--- src/rtl/shift_register_pkg.sv ---
// Shared constants for the universal shift register: mode/direction encodings and default width.
package shift_register_pkg;

  localparam logic MODE_PISO = 1'b0;
  localparam logic MODE_SIPO = 1'b1;
  localparam logic DIR_RIGHT = 1'b0;
  localparam logic DIR_LEFT  = 1'b1;

  localparam int DEFAULT_WIDTH = 4;

endpackage

--- src/rtl/shift_register_cnt.sv ---
// Saturating accepted-shift counter with a registered pulse when it first reaches WIDTH.
// Instantiated by shift_register only when SHIFT_DONE_EN is defined.
module shift_register_cnt
  import shift_register_pkg::*;
#(
  parameter int WIDTH = DEFAULT_WIDTH
) (
  input  logic clk,
  input  logic rst,
  input  logic clr,
  input  logic inc,
  output logic done
);

  localparam int CW = $clog2(WIDTH + 1);
  localparam logic [CW-1:0] CNT_MAX = CW'(WIDTH);

  logic [CW-1:0] count_q;

  always_ff @(posedge clk or negedge rst) begin
    if (!rst) begin
      count_q <= '0;
      done    <= 1'b0;
    end else begin
      done <= 1'b0;
      if (clr) begin
        count_q <= '0;
      end else if (inc && (count_q != CNT_MAX)) begin
        count_q <= count_q + CW'(1);
        // Pulse only on the transition into WIDTH; saturation keeps it quiet afterwards.
        done    <= (count_q == (CNT_MAX - CW'(1)));
      end
    end
  end

endmodule

--- src/rtl/shift_register.sv ---
// Dual-mode (PISO/SIPO) universal shift register with per-cycle direction select.
// Optional shft_done output and shift counter are enabled by defining SHIFT_DONE_EN.
module shift_register
  import shift_register_pkg::*;
#(
  parameter int WIDTH = DEFAULT_WIDTH
) (
  input  logic             clk,
  input  logic             rst,
  input  logic             ld,
  input  logic             shft_en,
  input  logic             mode,
  input  logic             dir,
  input  logic             se_in,
  input  logic [WIDTH-1:0] pa_in,
  output logic [WIDTH-1:0] shft_reg,
  output logic [WIDTH-1:0] pa_out,
  output logic             se_out
`ifdef SHIFT_DONE_EN
  ,
  output logic             shft_done
`endif
);

  // Controls are level-sampled on each rising edge (ld over shft_en over hold);
  // there is no valid/ready handshake, so every edge acts on the current inputs.
  logic [WIDTH-1:0] data_q;
  logic [WIDTH-1:0] shifted;
  logic             fill;

  always_comb begin
    fill = 1'b0;
    case (mode)
      MODE_PISO: fill = 1'b0;
      MODE_SIPO: fill = se_in;
    endcase
  end

  always_comb begin
    shifted = data_q;
    case (dir)
      DIR_RIGHT: shifted = {fill, data_q[WIDTH-1:1]};
      DIR_LEFT:  shifted = {data_q[WIDTH-2:0], fill};
    endcase
  end

  always_ff @(posedge clk or negedge rst) begin
    if (!rst) begin
      data_q <= '0;
    end else if (ld) begin
      data_q <= pa_in;
    end else if (shft_en) begin
      data_q <= shifted;
    end
  end

  assign shft_reg = data_q;
  assign pa_out   = data_q;
  // Serial output is the bit that would leave on the next shift in the current direction.
  assign se_out   = (dir == DIR_LEFT) ? data_q[WIDTH-1] : data_q[0];

`ifdef SHIFT_DONE_EN
  shift_register_cnt #(
    .WIDTH(WIDTH)
  ) u_cnt (
    .clk  (clk),
    .rst  (rst),
    .clr  (ld),
    .inc  (shft_en & ~ld),
    .done (shft_done)
  );
`endif

endmodule

--- config.mk ---
export PLATFORM = sky130hd
export DESIGN_NAME = shift_register
export DESIGN_NICKNAME = d
export VERILOG_FILES = /design/src/rtl/shift_register_pkg.sv /design/src/rtl/shift_register_cnt.sv /design/src/rtl/shift_register.sv
export SDC_FILE = /design/constraint.sdc
export NUM_CORES = 1
export LEC_CHECK = 0
export ABC_AREA = 1
export CAP_MARGIN = 20
export CORE_AREA = 2 2 39 41
export CTS_CLUSTER_SIZE = 24
export DETAILED_ROUTE_END_ITERATION = 8
export DIE_AREA = 0 0 41 43
export GPL_TIMING_DRIVEN = 1
export SETUP_SLACK_MARGIN = 0.05
export SLEW_MARGIN = 20
export SYNTH_ARGS = -nofsm -noshare
export SYNTH_HDL_FRONTEND = slang
export SYNTH_SLANG_ARGS = --single-unit
--- constraint.sdc ---
create_clock -name clk -period 1.95 [get_ports clk]
set_clock_uncertainty 0.05 [all_clocks]
set_input_delay 0.39 -clock clk [delete_from_list [all_inputs] [get_ports clk]]
set_output_delay 0.39 -clock clk [all_outputs]
set_load 0.005 [all_outputs]
# --- Yosys cells after proc, flatten, opt, wreduce, memory -nomap -nowiden ---
# Cells that the tools add are included.
# W data, S select, Z words.
totals:
  register_bits: 4
  latch_bits: 0
  ramBits: 0
  romBits: 0
  inputBits: 11
  out_inout_bits: 9
  elab_cells: 9
  mem_count: 0
classes:
  addsub: 0
  mul: 0
  div_mod_pow: 0
  n_lt_le_gt_ge: 0
  n_eq_ne: 0
  shifts: 0
  muxes: 5
  bitwise: 2
  n_reduce_logical: 1
op_table:
  columns: ["cell", "count"]
  rows:
  - ["$mux W4", 2]
  - ["$pmux W4 S2", 1]
  - ["$not A1 Y1", 2]
  - ["$pmux W1 S2", 1]
  - ["$reduce_bool A2 Y1", 1]
  - ["$mux W1", 1]

# --- Logic depth before layout (Yosys ltp) ---
# Gate-level depths: netlist of the first run.
logic_depth:
  word_depth: 5
  mapped_depth: 5
  mapped_depth_nobuf: 5

# --- Least setup slack after synthesis of the first run ---
# OpenSTA, ideal clock, no wires.
synth_path:
  path_kind: "input to output"
  start: "input port dir"
  end: "output port se_out"
  arrival_time_ns: 0.553
  t_required_ns: 1.510
  setup_slack_ns: 0.957
  cell_stages: 3
  path_cell_list: "inv_2 > nand2_1 > nand2_1"
synth_via:
  elab_chain_cells: 1
synth_rtl:
  columns: ["item", "line_no", "rtl"]
  rows:
  - ["start: declaration", "shift_register.sv:13", "input logic dir,"]
  - ["$mux W1", "shift_register.sv:60", "assign se_out = (dir == DIR_LEFT) ? data_q[WIDTH-1] : data_q[0];"]
  - ["end: declaration", "shift_register.sv:18", "output logic se_out"]
# Every way passes these cells.

# --- Worst setup path after layout of the first run ---
# Ends and elaborated chain as after synthesis.

==> run metrics, run 1 <==
status complete, no violations; Post-Syn Nets slightly below 60; drt initial violations 3; crit share post-route 88.7%; CTS tree yes; Cell Area, Synth roughly 290 um^2; grt peak-use layer met2; most frequent cells in the layout nand2_1 (24), clkdlybuf4s50_1 (18), inv_1 (7), a21oi_1 (4), dfrtp_1 (4); Max Fclk about 580 MHz; highest ir drop seen on vdd around 0.20 mV; P_leak ~0.28 nW; grt met3 use 3.14%; ANT nets after route 0; Site Rows 14; crit path launch type primary input; WS Path Type primary input to primary output; Arrival @ worst endpoint about 1.3 ns; PwrDens about 590 nW/um^2; PnR worst setup slack ~0.22 ns; GP Congestion between 0.6 and 0.7; vias in the first global route roughly 280; Crit. End Element primary output; Worst-path clk slew 0.04 ns; NumNets Final 81; share of layout cells above drive strength 1 under 10%; CTS buffer count 3; flops & latches, synth 4; minimum clock period between 1.5 and 2 ns; worst-path maximum fanout 3; WL per Instance approximately 8 um; diode count 0; hold_buf cts 0; die height between 40 and 50 um; final slew viol count 0; max_cap viols 0; Port Buffers 19; CTS Buffer Depth 2; # H-tree levels 1; total negative setup slack 0 ns; distinct cell type count after synthesis 8; max reg flops 4; grt ovf 0; DRT Wirelength between 600 and 700 um; Yosys warnings 0; Starting Density approximately a fifth; die area about 1800 um^2; CTS root buffer clkbuf_4; met2 track demand over resource approximately 14%; unrepaired setup endpoints after global routing false; Final Hold Vio Count 0; area grow syn2layout 75.2%; die span in x ~41 um; Seq/Total Area, Yosys roughly a third; worst hold path class primary input to async pin; first-pass GRT wire length 1.06 mm; I/O pin count 20; drt pass-1 iters 2; post-layout util around 36%; DRC violation count after routing 0; global-route met1 utilization around a tenth; Tot GR Track Use a little under a tenth; Gate Count Post-Synth 48; largest net degree at the start of global routing 7; Vias/cell 3.86; Place WS -0.00147 ns; syn_area_per_cell around 6.0 um^2; clk_lat worst skew around 0.23 ns; Power Total about 0.00030 W; Worst EP required between 1.5 and 2 ns; worst relative slew slack ~83%; commonest non-fill, non-tap cell in the layout nand2_1; via count approximately 320; core area between 1000 and 1500 um^2; clock sink count 4; Final setup viols 0; Slew @ Worst Pin 0.258 ns; initial antenna violation count 0
worst max-delay path, stage by stage:
cell and delay (ns):
dlygate4sd2_1 0.26, inv_2 0.06, nand2_1 0.04, nand2_1 0.05, clkdlybuf4s50_1 0.49
Yosys cell counts (all sizes together):
| master | count | area, um^2 |
|---|---|---|
| a21oi | 4 | 20.0 |
| nand2 | 24 | 90.1 |
| nor2 | 2 | 7.51 |
| dfrtp | 4 | 100 |
| nand3 | 2 | 10.0 |
| inv | 8 | 30.0 |
| buf | 4 | 30.0 |
cell type report:
type / count / area, um^2
repair buffers: 21 / 204
well taps: 16 / 20.0
fillers: 153 / 880
clock buffers: 3 / 22.5
flip-flops and latches: 4 / 100
inverters: 8 / 30.0
multi-input cells: 32 / 128
through the flow:
stage               instance area (um^2)  std cells  hold WS [ns]
finish                               504         84         0.313
global route                         504         84         0.328
CTS                                  504         84         0.310
detailed placement                   483         81         0.519
global placement                     483         81         0.517
floorplan                            288         48        0.0444
final timing paths:
kind / end / cells past startpoint / slack [ns] / startpoint
hold reg to reg: pa_out[1] / 2 / 0.53 / pa_out[1]
max in group asynchronous: pa_out[0] / 1 / 1.37 / rst
setup reg to reg: pa_out[0] / 4 / 1.11 / pa_out[1]
setup / recovery: se_out / 5 / 0.22 / dir
hold / removal: pa_out[1] / 1 / 0.31 / rst
min in group clk: pa_out[1] / 2 / 0.53 / pa_out[1]
where the power goes:
part	internal [W]	total [W]	leakage (nW)	switching, W
Clock	0.0000687	0.0000999	0.0138	0.0000312
Combinational	0.0000624	0.0000954	0.213	0.0000330
Sequential	0.0000921	0.000104	0.0489	0.0000115
Total	0.000223	0.000299	0.276	0.0000758
kinds of logic after synthesis:
| kind of cell | count (synthesis) | share of synthesized area [%] |
|---|---|---|
| flip-flops | 4 | 34.8 |
| AND/OR/NAND/NOR | 28 | 37.4 |
| buffers and inverters | 12 | 20.9 |
| AO/OA/AOI/OAI | 4 | 6.96 |
repair_timing:
action	in CTS	in global routing
setup endpoints to repair	1	0
gates resized for setup	1	0
setup buffers	0	0
per-layer routing:
layer / share of wire [%] / up-vias / wire length (um)
met5: 0 / - / 0
met3: 6.3 / 0 / 42
met1: 40 / 134 / 268
li1: - / 180 / -
met2: 54 / 10 / 359
met4: 0 / 0 / 0
No activity file was read; power rests on OpenSTA's default activity.
==> run 2: changes to the inputs <==
--- a/config.mk
+++ b/config.mk
@@ -13,6 +13,7 @@
 export DIE_AREA = 0 0 41 43
 export GPL_TIMING_DRIVEN = 1
 export SETUP_SLACK_MARGIN = 0.05
+export SKIP_LAST_GASP = 1
 export SLEW_MARGIN = 20
 export SYNTH_ARGS = -nofsm -noshare
 export SYNTH_HDL_FRONTEND = slang
==> results of run 2 <==
The final DEF is identical to that of run 1; final timing and power are the same.
